==> config.mk <==
export PLATFORM = sky130hd
export DESIGN_NAME = ps2_kb_rx_fifo
export DESIGN_NICKNAME = d
export VERILOG_FILES = /design/src/rtl/ps2_kb_rx_fifo.sv
export SDC_FILE = /design/constraint.sdc
export NUM_CORES = 1
export LEC_CHECK = 0
export BUFFER_PORTS_ARGS = -buffer_cell sky130_fd_sc_hd__buf_2
export CAP_MARGIN = 25
export CORE_ASPECT_RATIO = 0.5
export CORE_MARGIN = 5
export CORE_UTILIZATION = 35
export DETAILED_ROUTE_END_ITERATION = 16
export SYNTH_ARGS = -nofsm -noshare
export SYNTH_HDL_FRONTEND = slang
export SYNTH_SLANG_ARGS = --single-unit
==> constraint.sdc <==
create_clock -name Clk -period 2.8 [get_ports Clk]
set_clock_uncertainty 0.15 [all_clocks]
set_input_delay 0.42 -clock Clk [delete_from_list [all_inputs] [get_ports Clk]]
set_output_delay 0.42 -clock Clk [all_outputs]
set_load 0.01 [all_outputs]
==> src/rtl/ps2_kb_rx_fifo.sv <==
// PS/2 keyboard receiver: oversampled clock/data, frame validation, E0/F0 prefix
// decoding and a first-word-fall-through queue of key events.
module ps2_kb_rx_fifo #(
   parameter int FIFO_DEPTH     = 8,
   parameter int FILTER_LEN     = 4,
   parameter int TIMEOUT_CYCLES = 100000
) (
   input  logic                          Clk,
   input  logic                          Rst_n,
   input  logic                          KB_Clk,
   input  logic                          KB_Data,
   input  logic                          Rd_En,
   output logic [7:0]                    Kb_Byte,
   output logic                          Kb_Break,
   output logic                          Kb_Ext,
   output logic                          Kb_Valid,
   output logic [$clog2(FIFO_DEPTH):0]   Fifo_Count,
   output logic                          Parity_Err,
   output logic                          Frame_Err,
   output logic                          Overflow
);

   localparam int PTR_W = $clog2(FIFO_DEPTH);
   localparam int CNT_W = PTR_W + 1;
   localparam int FLT_W = $clog2(FILTER_LEN + 1);
   localparam int TO_W  = $clog2(TIMEOUT_CYCLES + 1);

   typedef enum logic [1:0] {
      S_IDLE,
      S_DATA,
      S_PARITY,
      S_STOP
   } state_e;

   typedef struct packed {
      logic       ext;
      logic       brk;
      logic [7:0] code;
   } key_evt_t;

   // ------------------------------------------------------------------
   // Input synchronizers (idle PS/2 lines are high)
   // ------------------------------------------------------------------
   logic kbc_meta_q, kbc_sync_q;
   logic kbd_meta_q, kbd_sync_q;

   // NOTE: sequential state is always written with <= so every flop samples
   // the pre-edge value of its neighbours, independent of statement order.
   always_ff @(posedge Clk) begin
      if (!Rst_n) begin
         kbc_meta_q <= 1'b1;
         kbc_sync_q <= 1'b1;
         kbd_meta_q <= 1'b1;
         kbd_sync_q <= 1'b1;
      end else begin
         kbc_meta_q <= KB_Clk;
         kbc_sync_q <= kbc_meta_q;
         kbd_meta_q <= KB_Data;
         kbd_sync_q <= kbd_meta_q;
      end
   end

   // ------------------------------------------------------------------
   // KB_Clk glitch filter and falling-edge strobe
   // ------------------------------------------------------------------
   logic             kbc_filt_q, kbc_filt_d;
   logic [FLT_W-1:0] flt_cnt_q, flt_cnt_d;
   logic             fall;

   // NOTE: every signal driven here gets a default first, so no path through
   // the block leaves a value unassigned and no latch is inferred.
   always_comb begin
      kbc_filt_d = kbc_filt_q;
      flt_cnt_d  = '0;
      fall       = 1'b0;
      if (kbc_sync_q != kbc_filt_q) begin
         if (flt_cnt_q == FLT_W'(FILTER_LEN - 1)) begin
            kbc_filt_d = kbc_sync_q;
            fall       = kbc_filt_q;
         end else begin
            flt_cnt_d = flt_cnt_q + FLT_W'(1);
         end
      end
   end

   always_ff @(posedge Clk) begin
      if (!Rst_n) begin
         kbc_filt_q <= 1'b1;
         flt_cnt_q  <= '0;
      end else begin
         kbc_filt_q <= kbc_filt_d;
         flt_cnt_q  <= flt_cnt_d;
      end
   end

   // ------------------------------------------------------------------
   // Frame FSM
   // ------------------------------------------------------------------
   state_e          state_q, state_d;
   logic [2:0]      bit_idx_q, bit_idx_d;
   logic [7:0]      shift_q, shift_d;
   logic            parity_q, parity_d;
   logic [TO_W-1:0] to_cnt_q, to_cnt_d;
   logic            byte_ok_q, byte_ok_d;
   logic [7:0]      byte_q, byte_d;
   logic            parity_err_q, parity_err_d;
   logic            frame_err_q, frame_err_d;

   always_comb begin
      state_d      = state_q;
      bit_idx_d    = bit_idx_q;
      shift_d      = shift_q;
      parity_d     = parity_q;
      to_cnt_d     = to_cnt_q;
      byte_ok_d    = 1'b0;
      byte_d       = byte_q;
      parity_err_d = 1'b0;
      frame_err_d  = 1'b0;

      if (fall || state_q == S_IDLE) begin
         to_cnt_d = '0;
      end else begin
         to_cnt_d = to_cnt_q + TO_W'(1);
      end

      case (state_q)
         S_IDLE: begin
            if (fall && !kbd_sync_q) begin
               state_d   = S_DATA;
               bit_idx_d = 3'd0;
            end
         end
         S_DATA: begin
            if (fall) begin
               shift_d   = {kbd_sync_q, shift_q[7:1]};
               bit_idx_d = bit_idx_q + 3'd1;
               if (bit_idx_q == 3'd7) begin
                  state_d = S_PARITY;
               end
            end
         end
         S_PARITY: begin
            if (fall) begin
               parity_d = kbd_sync_q;
               state_d  = S_STOP;
            end
         end
         S_STOP: begin
            if (fall) begin
               state_d = S_IDLE;
               if (!kbd_sync_q) begin
                  frame_err_d = 1'b1;
               end else if (^{shift_q, parity_q} != 1'b1) begin
                  parity_err_d = 1'b1;
               end else begin
                  byte_ok_d = 1'b1;
                  byte_d    = shift_q;
               end
            end
         end
         default: state_d = S_IDLE;
      endcase

      // A device that stops clocking mid-frame must not wedge the receiver.
      if (state_q != S_IDLE && !fall && to_cnt_q == TO_W'(TIMEOUT_CYCLES - 1)) begin
         state_d     = S_IDLE;
         frame_err_d = 1'b1;
         to_cnt_d    = '0;
      end
   end

   always_ff @(posedge Clk) begin
      if (!Rst_n) begin
         state_q      <= S_IDLE;
         bit_idx_q    <= 3'd0;
         shift_q      <= 8'h00;
         parity_q     <= 1'b0;
         to_cnt_q     <= '0;
         byte_ok_q    <= 1'b0;
         byte_q       <= 8'h00;
         parity_err_q <= 1'b0;
         frame_err_q  <= 1'b0;
      end else begin
         state_q      <= state_d;
         bit_idx_q    <= bit_idx_d;
         shift_q      <= shift_d;
         parity_q     <= parity_d;
         to_cnt_q     <= to_cnt_d;
         byte_ok_q    <= byte_ok_d;
         byte_q       <= byte_d;
         parity_err_q <= parity_err_d;
         frame_err_q  <= frame_err_d;
      end
   end

   // ------------------------------------------------------------------
   // Prefix decoder
   // ------------------------------------------------------------------
   logic     ext_pend_q, ext_pend_d;
   logic     brk_pend_q, brk_pend_d;
   logic     push;
   key_evt_t push_evt;

   always_comb begin
      ext_pend_d = ext_pend_q;
      brk_pend_d = brk_pend_q;
      push       = 1'b0;
      push_evt   = '{ext: ext_pend_q, brk: brk_pend_q, code: byte_q};
      if (parity_err_q || frame_err_q) begin
         ext_pend_d = 1'b0;
         brk_pend_d = 1'b0;
      end else if (byte_ok_q) begin
         case (byte_q)
            8'hE0:   ext_pend_d = 1'b1;
            8'hF0:   brk_pend_d = 1'b1;
            default: begin
               push       = 1'b1;
               ext_pend_d = 1'b0;
               brk_pend_d = 1'b0;
            end
         endcase
      end
   end

   always_ff @(posedge Clk) begin
      if (!Rst_n) begin
         ext_pend_q <= 1'b0;
         brk_pend_q <= 1'b0;
      end else begin
         ext_pend_q <= ext_pend_d;
         brk_pend_q <= brk_pend_d;
      end
   end

   // ------------------------------------------------------------------
   // Event FIFO (first-word-fall-through)
   // ------------------------------------------------------------------
   key_evt_t         mem_q [FIFO_DEPTH];
   logic [PTR_W-1:0] wr_ptr_q, wr_ptr_d;
   logic [PTR_W-1:0] rd_ptr_q, rd_ptr_d;
   logic [CNT_W-1:0] count_q, count_d;
   logic             overflow_q, overflow_d;
   logic             pop, full, do_push;
   key_evt_t         head;

   assign pop     = Rd_En && (count_q != '0);
   assign full    = (count_q == CNT_W'(FIFO_DEPTH));
   assign do_push = push && (!full || pop);

   always_comb begin
      wr_ptr_d   = do_push ? wr_ptr_q + PTR_W'(1) : wr_ptr_q;
      rd_ptr_d   = pop ? rd_ptr_q + PTR_W'(1) : rd_ptr_q;
      count_d    = count_q;
      overflow_d = push && full && !pop;
      if (do_push && !pop) begin
         count_d = count_q + CNT_W'(1);
      end else if (pop && !do_push) begin
         count_d = count_q - CNT_W'(1);
      end
   end

   always_ff @(posedge Clk) begin
      if (!Rst_n) begin
         wr_ptr_q   <= '0;
         rd_ptr_q   <= '0;
         count_q    <= '0;
         overflow_q <= 1'b0;
      end else begin
         wr_ptr_q   <= wr_ptr_d;
         rd_ptr_q   <= rd_ptr_d;
         count_q    <= count_d;
         overflow_q <= overflow_d;
      end
   end

   // NOTE: storage is deliberately left out of reset; the count/pointers
   // define what is valid and the outputs are gated by Kb_Valid.
   always_ff @(posedge Clk) begin
      if (do_push) begin
         mem_q[wr_ptr_q] <= push_evt;
      end
   end

   assign head       = mem_q[rd_ptr_q];
   assign Kb_Valid   = (count_q != '0);
   assign Kb_Byte    = Kb_Valid ? head.code : 8'h00;
   assign Kb_Break   = Kb_Valid & head.brk;
   assign Kb_Ext     = Kb_Valid & head.ext;
   assign Fifo_Count = count_q;
   assign Parity_Err = parity_err_q;
   assign Frame_Err  = frame_err_q;
   assign Overflow   = overflow_q;

endmodule
### Word-level counts from Yosys, hierarchy flattened

Memory sizes are Yosys's and may differ from the RTL's. A register that Yosys moved wholly into a read port is not among the register bits.
Index checks and enable logic that the tools add are counted.

* add/subtract/negate cells: 7
* equal/unequal tests: 15
* bitwise gates (word level): 6
* reduce and logical (&&, ||, !) cells: 37
* mux-type cells: 29

Operators with widths (count)
* adder 17 x 1 -> 17 bit (second input constant): 1
* == test 17 bit (second input constant): 1
* == test 8 bit (second input constant): 2
* two-way mux 1 bit: 13
* adder 3 x 1 -> 3 bit (second input constant): 4
* two-way mux 3 bit: 4
* two-way mux 2 bit: 5
* AND reduction 2 bit: 5
* logical AND 1 bit: 9
* parity 9 bit: 1
* two-way mux 4 bit: 2
* two-way mux 8 bit: 1
* != test 2 bit (second input constant): 4
* one-hot mux 2 bit (4 select lines): 1
* AND reduction 4 bit: 2
* one-hot mux 3 bit (2 select lines): 1
* nonzero test 2 bit: 3
* OR reduction 2 bit: 3
* OR reduction 3 bit: 2
* zero test 1 bit: 5
* AND reduction 5 bit: 1
* adder 4 x 1 -> 4 bit (second input constant): 1
* == test 2 bit (second input constant): 2
* == test 4 bit (second input constant): 1
* 13 further kinds: 20

* bits of input ports: 5
* output and inout port bits: 18
* word-level logic and storage cells: 116
* bits in registers: 63
* RAM bits: 80
* memories kept: 1

Memory list
* mem_q: words 8, width 10, read ports 1, clocked after Yosys merged registers in 1, wr ports 1, RTL line 238 `key_evt_t mem_q [FIFO_DEPTH];`

### Longest topological paths before layout

* depth in word-level cells: 10
* depth in mapped cells: 12
* depth with buffers taken out: 11

### Worst setup path after synthesis

No wires, ideal clock.

* kind: reg2reg
* start: reg byte_q[7]
* end: reg count_q[3], in the netlist Fifo_Count[3]
* stages on the path, launching flop included: 13
* required time: 2.580 ns
* path slack: -0.182 ns
* clock period less this slack: 2.982 ns
* arrival time: 2.761 ns
* buffers on the path: 1
* setup time: 0.070 ns
* path through: dfxtp_1 > or3b_1 > o41ai_2 > and3b_1 > buf_2 > ha_1 > inv_1 > ha_1 > a21o_1 > a21oi_1 > xnor2_1 > or3_1 > a21oi_1

* longest elaborated chain between the ends: 9
* elaborated cells between the ends (all ways): 12
* those cells by class: eq/ne: 2; mux: 4; reduce/logical: 6

Ends and longest elaborated chain
* start, declared: RTL line 105 `logic [7:0] byte_q, byte_d;`
* start signal, assigned: RTL line 190 `byte_q <= byte_d;`
* == test 8 bit: RTL line 213 `case (byte_q)`
* OR reduction 2 bit (no source line) *
* two-way mux 1 bit *: RTL line 213
* two-way mux 1 bit *: RTL line 212 `end else if (byte_ok_q) begin`
* two-way mux 1 bit *: RTL line 209 `if (parity_err_q || frame_err_q) begin`
* logical AND 1 bit *: RTL line 248 `assign do_push = push && (!full || pop);`
* via do_push: RTL line 243 `logic pop, full, do_push;`
* zero test 1 bit: RTL line 257 `end else if (pop && !do_push) begin`
* logical AND 1 bit: RTL line 257
* nonzero test 2 bit (no source line)
* end signal, assigned: RTL line 271 `count_q <= count_d;`
* end, declared: RTL line 241 `logic [CNT_W-1:0] count_q, count_d;`

Mark *: on every way through the listed nets, which the timed path passes. The rest lies on a longest branch.
A chain may end at the register's enable or synchronous reset.

### Worst setup path after layout

* start: reg byte_q[7]
* end: reg count_q[3], in the netlist Fifo_Count[3]

* longest elaborated chain between the ends: 9
* elaborated cells between the ends (all ways): 12
* those cells by class: eq/ne: 2; mux: 4; reduce/logical: 6

Ends and longest elaborated chain (RTL line)
* == test 8 bit: 213
* OR reduction 2 bit (no source line) *
* two-way mux 1 bit *: 213
* two-way mux 1 bit *: 212
* two-way mux 1 bit *: 209
* logical AND 1 bit *: 248
* zero test 1 bit: 257
* logical AND 1 bit: 257
* nonzero test 2 bit (no source line)

Every way passes the cells marked *; elsewhere a longest branch is shown, timed or not.

==> summary.txt <==
Timing
  • Setup Viol. Count Final: 0
  • Worst-margin pin slew: about 0.9 ns
  • Final period util: 0.960
  • Pins Over Slew Limit: 0
  • Tmin final: about 2.7 ns
  • Worst slew margin: 0.407
  • Fin. Hold Viols: 0
  • FMAX: about 0.37 GHz

Clocking
  • Worst skew pair latency: ~0.42 ns
  • Root buffer cell: clkbuf_16
  • Maximum root-to-sink buffer count: 2
  • CTS Sinks: 146
  • Total CTS buffers: 17
  • Htree depth: 4
  • Post-CTS Hold Fix Bufs: 0
  • TritonCTS clock tree: done
  • Worst-path clk slew: about 0.070 ns

GRT
  • Tot GR Track Use: 0.121
  • Vias in the first global route: between 3000 and 4000
  • Largest net degree at the start of global routing: 29
  • First-pass GRT wire length: 18700 um
  • Global route total overflow: 0
  • Initial antenna violation count: 0

Routing
  • WL final: about 11000 um
  • Routed Antenna Nets: 0
  • Vias post-DR: 3515
  • DRC Markers: 0
  • 1st-iter DRT viols: 197
  • Per-cell routed wire length: 14.9 um
  • DRT Pass-1 Iters: 4
  • DR vias/cell: between 4 and 5

Floorplan
  • Chip width: roughly 190 um
  • Row count: 33
  • # IOs: 23
  • Die Footprint: between 15000 and 20000 sq um
  • Die height: roughly 100 um
  • Starting Density: 0.360
  • Core area: ~17000 sq um

Placement
  • Port bufs: 22
  • Dpl cells: approximately 700
  • Routability congestion estimate: around 0.72
  • Placed cell areas: between 6000 and 7000 sq um
  • Post-DP HPWL: 7460 um

Final layout
  • Layout area overhead: 20.1%
  • Layout cells sized above 1: 0.223
  • Final Instance Area: between 7000 and 8000 sq um
  • Antenna diodes: 0
  • Final net count: about 520
  • Fillers: approximately 1500
  • Fin cells: between 700 and 800

Yosys
  • Sequential-to-total area share from yosys stat: 0.626
  • Post-Syn Area: 5950 sq um
  • Leading area contributor after synthesis: edfxtp_1
  • Yosys top cell area share: 0.404
  • Synthesized netlist cell count: between 400 and 500
  • Yosys warnings: 0
  • Top cells by area, synth: edfxtp_1 (40%), dfxtp_1 (22%), mux4_2 (7.6%)
  • Syn avg cell area: 13.2 sq um
  • Most used DFF post-synth: edfxtp_1
  • Post-synth cell types: 43
  • Post-synth EDFFs: 80
  • #FFs+latches synth: roughly 150
  • Syn Nets: between 400 and 500
  • FFs w/ async S/R, synth: 0

Pwr
  • Pwr dens: between 700 and 800 nW/um^2
  • Max rail drop VDD: between 0.4 and 0.5 mV
  • Tot Pwr: about 5.3 mW
  • Static leakage power: approximately 2.7 nW

Critical path
  • R2R depth: 11
  • Crit path DAT: 2.90 ns
  • WS Path Type: flip-flop to flip-flop
  • Setup crit end kind: flip-flop
  • Critical path required time: roughly 3 ns
  • Worst-path fanout max: 3
  • Startpoint Class: flip-flop

Hold path
  • Type of the tightest min-delay check: input pin to flip-flop
  • Worst hold path stage count: 2

Outcome
  • Status: finished, final reports clean

Run
  • Max_cap viols: 0
==> sequential cells by signal, summed over array words and instances (netlist names), 2 cells and up, named ones only <==
name / flops
state_q: 2
bit_idx_q: 3
byte_q: 8
to_cnt_q: 17
wr_ptr_q: 3
mem_q: 80
flt_cnt_q: 3
Fifo_Count: 4
shift_q: 8
rd_ptr_q: 3
==> worst max-delay path, stage by stage, from the launching register on <==
cell and delay (ns):
dfxtp_4 0.34, or3b_4 0.38, o41ai_4 0.22, and3b_2 0.28
ha_4 0.18, inv_4 0.07, ha_4 0.19, a21o_1 0.16
a21oi_2 0.14, xnor2_1 0.08, or3_1 0.33, a21oi_2 0.12
==> cell families (layout without fill, tap and decap cells) <==
group	count (synthesis)	in the layout	synth area share
simple gates	162	162	0.132
mux	43	43	0.114
fa+ha+maj	15	15	0.0328
compound gates	29	29	0.0280
xor+xnor	30	30	0.0467
buf+inv	26	91	0.0198
flops	146	146	0.626
==> Yosys cell counts (6+ instances only) <==
cell	instances
a21oi_1	19
and3_1	6
clkbuf_1	7
dfxtp_1	66
edfxtp_1	80
ha_1	14
inv_1	10
mux2i_1	23
mux4_2	20
nand2_1	47
nand3_1	15
nor2_1	49
nor3_1	11
xnor2_1	16
xor2_1	13
==> power by group <==
group,switching [mW],total (mW),internal [mW],leakage (nW)
Sequential,0.0441,2.33,2.28,1.42
Combinational,0.343,0.628,0.285,0.949
Clock,0.968,2.33,1.36,0.302
Total,1.36,5.28,3.93,2.67
==> metrics by stage <==
step / util / setup WS, ns / setup TNS, ns / hold slack [ns]
after floorplan: - / 0.00442 / 0 / 0.236
after global placement: 0.392 / 0.0596 / 0 / 0.242
after detailed placement: 0.393 / 0.0105 / 0 / 0.246
after CTS: 0.430 / 0.00446 / 0 / 0.0119
after global routing: 0.433 / -0.00818 / -0.00818 / 0.00473
final: 0.433 / 0.111 / 0 / 0.0262
==> repair_timing <==
item	4_1_cts	5_1_grt
setup buffers	0	1
endpoints found under the setup margin	0	1
gates resized for setup	0	6
==> final timing paths <==
kind	slack, ns	to	from
hold reg to reg	0.26	kbc_sync_q$_SDFF_PN1_	kbc_meta_q$_SDFF_PN1_
setup reg to reg	0.11	Fifo_Count[3]$_SDFFE_PN0P_	byte_q[7]$_SDFFE_PN0P_
setup / recovery	0.11	Fifo_Count[3]$_SDFFE_PN0P_	byte_q[7]$_SDFFE_PN0P_
hold / removal	0.03	kbc_meta_q$_SDFF_PN1_	KB_Clk
==> routing by layer <==
layer / vias to the layer above / track usage / share of wire / wire, um
met4: 0 / 0.0356 / 0.010 / 115
met3: 10 / 0.0399 / 0.044 / 489
li1: 1742 / - / - / -
met2: 56 / 0.187 / 0.45 / 4980
met5: - / 0 / 0 / 0
met1: 1707 / 0.164 / 0.50 / 5510
==> cell usage in the layout, fill, tap and decap left out, types with 2 or more instances in the layout <==
cell / netlist / final
a21oi_2: 0 / 2
nand2_1: 47 / 47
nand2b_1: 4 / 4
mux4_2: 20 / 20
edfxtp_1: 80 / 80
mux2i_1: 23 / 23
inv_8: 0 / 6
dfxtp_1: 66 / 64
a21o_1: 2 / 2
buf_2: 4 / 23
nand3b_1: 2 / 2
or3_1: 3 / 3
nor2_1: 49 / 49
clkbuf_16: 0 / 17
ha_1: 14 / 12
inv_6: 0 / 5
xnor2_1: 16 / 16
and3_1: 6 / 6
nor3b_1: 3 / 3
inv_1: 10 / 9
bufinv_16: 0 / 2
and2_1: 2 / 2
a21oi_1: 19 / 17
and3b_1: 5 / 4
xor2_1: 13 / 13
ha_4: 0 / 2
o21ai_0: 4 / 4
nor3_1: 11 / 11
nand3_1: 15 / 15
nand4_1: 5 / 5
buf_4: 0 / 23
==> final cells by class <==
cell class	count	area (sq um)	area share
Sequential cell	146	3730	0.522
Tap cell	227	284	0.0397
Inverter	11	43.8	0.00613
Timing Repair Buffer	48	319	0.0447
Clock buffer	17	425	0.0595
Clock inverter	15	184	0.0257
Multi-Input combinational cell	279	2160	0.302
(Power assumes the default switching activity.)
